===== src/rtl/serial_subtractor.sv =====
// Bit-serial, LSB-first unsigned subtractor: diff = a - b over WIDTH cycles,
// one difference/borrow stage plus a borrow flip-flop.
module serial_subtractor #(
  parameter int WIDTH = 8
) (
  input  logic             clk,
  input  logic             rst_n,
  input  logic             start,
  input  logic [WIDTH-1:0] a,
  input  logic [WIDTH-1:0] b,
  output logic             busy,
  output logic             done,
  output logic [WIDTH-1:0] diff,
  output logic             borrow
);

  localparam int CW = (WIDTH > 1) ? $clog2(WIDTH) : 1;

  typedef enum logic [1:0] {
    S_IDLE,
    S_RUN,
    S_DONE
  } state_e;

  state_e           state_q, state_d;
  logic [WIDTH-1:0] a_q, a_d;
  logic [WIDTH-1:0] b_q, b_d;
  logic [WIDTH-1:0] res_q, res_d;
  logic [CW-1:0]    cnt_q, cnt_d;
  logic             bin_q, bin_d;
  logic             done_q, done_d;
  logic [WIDTH-1:0] diff_q, diff_d;
  logic             borrow_q, borrow_d;

  logic d_bit;
  logic bout;

  assign d_bit = a_q[0] ^ b_q[0] ^ bin_q;
  assign bout  = (~a_q[0] & b_q[0]) | (~(a_q[0] ^ b_q[0]) & bin_q);

  always_comb begin
    // NOTE: every signal gets its hold value first so no path leaves one
    // unassigned; that is what keeps this block from inferring latches.
    state_d  = state_q;
    a_d      = a_q;
    b_d      = b_q;
    res_d    = res_q;
    cnt_d    = cnt_q;
    bin_d    = bin_q;
    done_d   = 1'b0;
    diff_d   = diff_q;
    borrow_d = borrow_q;

    unique case (state_q)
      S_IDLE: begin
        if (start) begin
          a_d     = a;
          b_d     = b;
          bin_d   = 1'b0;
          cnt_d   = '0;
          state_d = S_RUN;
        end
      end
      S_RUN: begin
        // Result fills from the top so the first (LSB) bit ends up at bit 0.
        res_d = (res_q >> 1) | (WIDTH'(d_bit) << (WIDTH - 1));
        a_d   = a_q >> 1;
        b_d   = b_q >> 1;
        bin_d = bout;
        cnt_d = cnt_q + CW'(1);
        if (cnt_q == CW'(WIDTH - 1)) state_d = S_DONE;
      end
      S_DONE: begin
        done_d   = 1'b1;
        diff_d   = res_q;
        borrow_d = bin_q;
        state_d  = S_IDLE;
        // Back-to-back: a start here is accepted just as in IDLE.
        if (start) begin
          a_d     = a;
          b_d     = b;
          bin_d   = 1'b0;
          cnt_d   = '0;
          state_d = S_RUN;
        end
      end
      default: state_d = S_IDLE;
    endcase
  end

  // NOTE: state registers use non-blocking assignments so every flop samples
  // the pre-edge values regardless of statement order.
  always_ff @(posedge clk or negedge rst_n) begin
    if (!rst_n) begin
      state_q  <= S_IDLE;
      a_q      <= '0;
      b_q      <= '0;
      res_q    <= '0;
      cnt_q    <= '0;
      bin_q    <= 1'b0;
      done_q   <= 1'b0;
      diff_q   <= '0;
      borrow_q <= 1'b0;
    end else begin
      state_q  <= state_d;
      a_q      <= a_d;
      b_q      <= b_d;
      res_q    <= res_d;
      cnt_q    <= cnt_d;
      bin_q    <= bin_d;
      done_q   <= done_d;
      diff_q   <= diff_d;
      borrow_q <= borrow_d;
    end
  end

  assign busy   = (state_q == S_RUN);
  assign done   = done_q;
  assign diff   = diff_q;
  assign borrow = borrow_q;

endmodule


===== config.mk =====
export PLATFORM = sky130hd
export DESIGN_NAME = serial_subtractor
export DESIGN_NICKNAME = d
export VERILOG_FILES = /design/src/rtl/serial_subtractor.sv
export SDC_FILE = /design/constraint.sdc
export NUM_CORES = 1
export LEC_CHECK = 0
export CORE_ASPECT_RATIO = 1.25
export CORE_MARGIN = 2
export CORE_UTILIZATION = 56
export CTS_CLUSTER_DIAMETER = 120
export DETAILED_ROUTE_END_ITERATION = 6
export PLACE_DENSITY = 0.85
export RECOVER_POWER = 100
export SYNTH_ARGS = -nofsm -noshare
export SYNTH_HDL_FRONTEND = slang
export SYNTH_SLANG_ARGS = --single-unit

===== constraint.sdc =====
create_clock -name clk -period 3.6 [get_ports clk]
set_clock_uncertainty 0.1 [all_clocks]
set_input_delay 0.54 -clock clk [delete_from_list [all_inputs] [get_ports clk]]
set_output_delay 0.54 -clock clk [all_outputs]
set_load 0.005 [all_outputs]

# ---- Yosys cells after proc, flatten, opt, wreduce, memory -nomap -nowiden
# Index checks and enable logic that the tools add are counted.
# W data, S select, Z words.
dict set report op_classes {
  eq_ne 6
  n_bitwise 8
  n_mux 13
  add_sub_neg 1
  reduce_logical 5
}
# op n
set ops {}
lappend ops {{$pmux W8 S2} 2}
lappend ops {{$mux W8} 2}
lappend ops {{$or A7 B8 Y8} 1}
lappend ops {{$pmux W2 S3} 1}
lappend ops {{$pmux W3 S2} 1}
lappend ops {{$mux W2} 2}
lappend ops {{$ne A2 B1 Y1 const B} 2}
lappend ops {{$reduce_and A2 Y1} 2}
lappend ops {{$add A3 B1 Y3 const B} 1}
lappend ops {{$eq A3 B3 Y1 const B} 1}
lappend ops {{$mux W1} 3}
lappend ops {{$mux W3} 1}
lappend ops {{$and A1 B1 Y1} 2}
lappend ops {{$eq A2 B1 Y1 const B} 1}
lappend ops {{$eq A2 B2 Y1 const B} 1}
lappend ops {{$logic_not A2 Y1} 1}
lappend ops {{$ne A2 B2 Y1 const B} 1}
lappend ops {{$not A1 Y1} 2}
lappend ops {{$pmux W1 S2} 1}
lappend ops {{$reduce_bool A2 Y1} 1}
lappend ops {{$reduce_or A2 Y1} 1}
lappend ops {{$xor A1 B1 Y1} 2}
lappend ops {{$or A1 B1 Y1} 1}
dict set report totals {
  in_bits 19
  wordCells 42
  reg_bits 40
  out_inout_bits 11
}

# ---- Logic depth before layout (Yosys ltp)
dict set report logic_depth {
  word_depth 5
  ltp_mapped 5
  mapped_depth_nobuf 4
}

# ---- Worst setup path before layout
# OpenSTA, ideal clock, no wires.
dict set report synth_timing {
  path_type {register -> register}
  from {register cnt_q[0]}
  to {register cnt_q[2]}
  path_stages_with_launch 5
  arrival_ns 1.303
  setup_slack_ns 2.076
  synth_period_minus_slack_ns 1.524
  required_time_ns 3.379
  path_buffers 0
  setup_time_ns 0.121
  cell_sequence {dfrtp_1 -> ha_1 -> ha_1 -> mux2_4 -> a22o_1}
}
dict set report synth_between {
  elab_chain_len 2
}
# item line
set synth_lines {}
lappend synth_lines {{from (decl)} 29} ;# logic [CW-1:0] cnt_q, cnt_d;
lappend synth_lines {{from (signal assigned)} 109} ;# cnt_q <= cnt_d;
lappend synth_lines {{$add A3 B1 Y3} 70} ;# cnt_d = cnt_q + CW'(1);
lappend synth_lines {{$pmux W3 S2} 54} ;# unique case (state_q)
# No other way between the ends.
# A chain may end at the register's enable or synchronous reset.

# ---- Worst setup path after layout
dict set report layout_timing {
  from {register state_q[0]}
  to {output port busy}
}
dict set report layout_between {
  elab_chain_len 1
}
# item line
set layout_lines {}
lappend layout_lines {{from (decl)} 25} ;# state_e state_q, state_d;
lappend layout_lines {{from (signal assigned)} 105} ;# state_q <= state_d;
lappend layout_lines {{$eq A2 B1 Y1} 117} ;# assign busy = (state_q == S_RUN);
lappend layout_lines {{to (decl)} 11} ;# output logic busy,
# No other way between the ends.

==> impl_metrics.toml <==
[status]
status = "complete, but fails checks"
violations = "max-capacitance violations, max-slew violations"

[sta]
finalHoldViolCount = 0
slew_violations = 41
post-route-min-period_ps = 2650
setup_violations = 0
rsz0062_at_grt = "no"
fin_crit_sh = 0.736
holdWs_ps = 389
fmax_mhz = 377
maxSlewHeadroom = -0.397
tightest_slew_ps = 2100
tns_ps = 0

[synthesis]
async_reset_ff_frac = 1.00
avgSynthCellArea_um2 = 14.1
yosysWarnings = 0
yosys.area_share.simple = 0.0260
syn_inst = 137
synth-main-ff-cell = "dfrtp_1"
ys_seq_elements = 40
synth_top_family_by_area = "multiplexers"
synthXorXnorAreaFrac = 0.00454
synth-compound-area-share = 0.0324
synth-edff-count = 0
synth_fa_ha_area_frac = 0.0234
syn-num-nets = 159
ys_types = 25
synth.mux.area_fraction = 0.341
synth-seq-area-share = 0.519
syn_area_um2 = 1930

[cts]
numClockSinks = 40
ctsHtreeMaxLevel = 2
clk_pin_slew_ps = 70
ctsResizeCount = 0
clkLatencyLatePin_ps = 290
cts_hold_buf = 0
clock_path_buffers = 2
cts_buffers = 5
postCtsSetupBuffers = 0
tritoncts = "done"
cts_root_buf = "clkbuf_8"

[placed_design]
dp_hpwl_mm = 2.21
postPlaceCellArea_um2 = 2190
place_congestion = 0.646
io_buffers = 29

[pwr]
peakVddDrop_mv = 0.461
p_leak_nw = 1.11
switchingPower_uw = 532
internal-power_mw = 1.17
power.share.sequential = 0.454
combPwrFrac = 0.358
p_sw_frac = 0.312
power_density_nw_per_um2 = 749
p_clk_frac = 0.187

[routing]
dr_total_vias = 1160
wl_per_cell_um = 15.8
viasPerCell = 5.71
drt_iter0_markers = 23
drc = 0
wl_mm = 3.20
detail-route-antenna-nets = 0
drtPass1Iterations = 4

[floorplan]
fp.dieW_um = 56.5
fp.dieH_um = 69.6
coreArea_um2 = 3250
initial_core_util = 0.593
ios = 30
rows = 23
dieArea_um2 = 3930

[final_layout]
antennaDiodeCount = 0
final_layout_size_suffix_gt1_frac = 0.108
syn2layout_area_growth_pct = 18.0
mostFrequentLayoutCells = "44 x mux2i_1, 40 x dfrtp_1, 17 x clkdlybuf4s50_1"
multi_input_area_um2 = 810
layout_commonest_cell = "mux2i_1"
seq_area_um2 = 1000
n_fill_cell = 253
final_nets = 188
final_area_um2 = 2270

[worst_hold_path]
hp-class = "register to register"
worstHoldStart = "diff[5]$_DFFE_PN0N_"

[flow_run]
cap_viol_max_count = 1

[critical_path]
reg2reg_from = "state_q[1]$_DFFE_PN0P_"
start_kind = "register"
required_ps = 2960
crit_path_end_kind = "output port"
worst-setup-path-type = "register to output port"
worstPathMaxFanout = 26
critPathArrivalTime_ps = 2010
startpoint = "state_q[0]$_DFFE_PN0P_"

[global_routing]
gr-total-overflow = 0
grt_pass1_vias = 1292
antenna_found_initial = 0
grt_pass1_wl_mm = 5.67
grt_util_all_layers = 0.188
grt_max_degree = 41
[area by class of cell]
type                    count  area share
clock buffers               7      0.0424
inverters                   6     0.00990
multi-input cells          82       0.356
flip-flops and latches     40       0.440
well taps                  37      0.0204
repair buffers             31       0.131
[flip-flops by register name (all words and copies together), names as in the netlist]
register  count
a_q           8
b_q           8
bin_q         1
borrow        1
cnt_q         3
diff          8
done          1
res_q         8
state_q       2
[cells in the mapped netlist (2+ instances only)]
library cell | n | area, um2
buf_4 | 3 | 22.5
inv_1 | 5 | 18.8
ha_1 | 2 | 25.0
buf_6 | 2 | 22.5
mux2i_1 | 44 | 440
mux2_2 | 8 | 90.1
a22o_1 | 3 | 26.3
buf_2 | 3 | 15.0
nor2_1 | 2 | 7.51
mux2_1 | 10 | 113
a21o_1 | 2 | 15.0
dfrtp_1 | 40 | 1000
[metrics by stage]
stage | worst slack, ps | power, mW | util | cells
finish | 949 | 1.70 | 0.700 | 203
global route | 781 | 1.82 | 0.700 | 203
CTS | 953 | 1.75 | 0.705 | 203
detailed placement | 1230 | 1.43 | 0.675 | 196
global placement | 1280 | 1.37 | 0.675 | 196
floorplan | 2080 | 1.22 | - | 137
[power groups by stage]
stage	logic, mW	clock network, mW	registers [mW]
after detailed placement	0.648	0	0.786
after floorplan	0.473	0	0.748
after CTS	0.648	0.323	0.780
after global routing	0.679	0.340	0.804
final	0.610	0.319	0.774
after global placement	0.607	0	0.766
[routing by layer]
layer / share of wire / track usage
met5: 0 / 0
met1: 0.41 / 0.202
met3: 0.043 / 0.0616
met2: 0.53 / 0.332
met4: 0.022 / 0.0741
[critical path, cell delays in order, from the launching register on]
cell and delay, ps:
dfrtp_1 330, buf_4 320, nand2b_1 340, inv_1 200, clkdlybuf4s50_1 520
[kinds of logic (layout without fill, tap and decap cells)]
family,Yosys count,in the layout
mux,63,63
flops,40,40
buf+inv,15,44
simple gates,8,8
compound gates,7,7
fa+ha+maj,3,3
xor+xnor,1,1
[final timing paths]
kind                       depth (start not counted)             endpoint  slack, ps
setup / recovery                                   4                 busy        950
hold / removal                                     1  diff[5]$_DFFE_PN0N_        390
setup reg to reg                                   4   a_q[7]$_DFFE_PN0P_       1840
hold reg to reg                                    1  diff[5]$_DFFE_PN0N_        390
max in group asynchronous                          1  diff[1]$_DFFE_PN0N_       1460
min in group asynchronous                          1   a_q[1]$_DFFE_PN0P_        750
No activity file was read; power rests on OpenSTA's default activity.
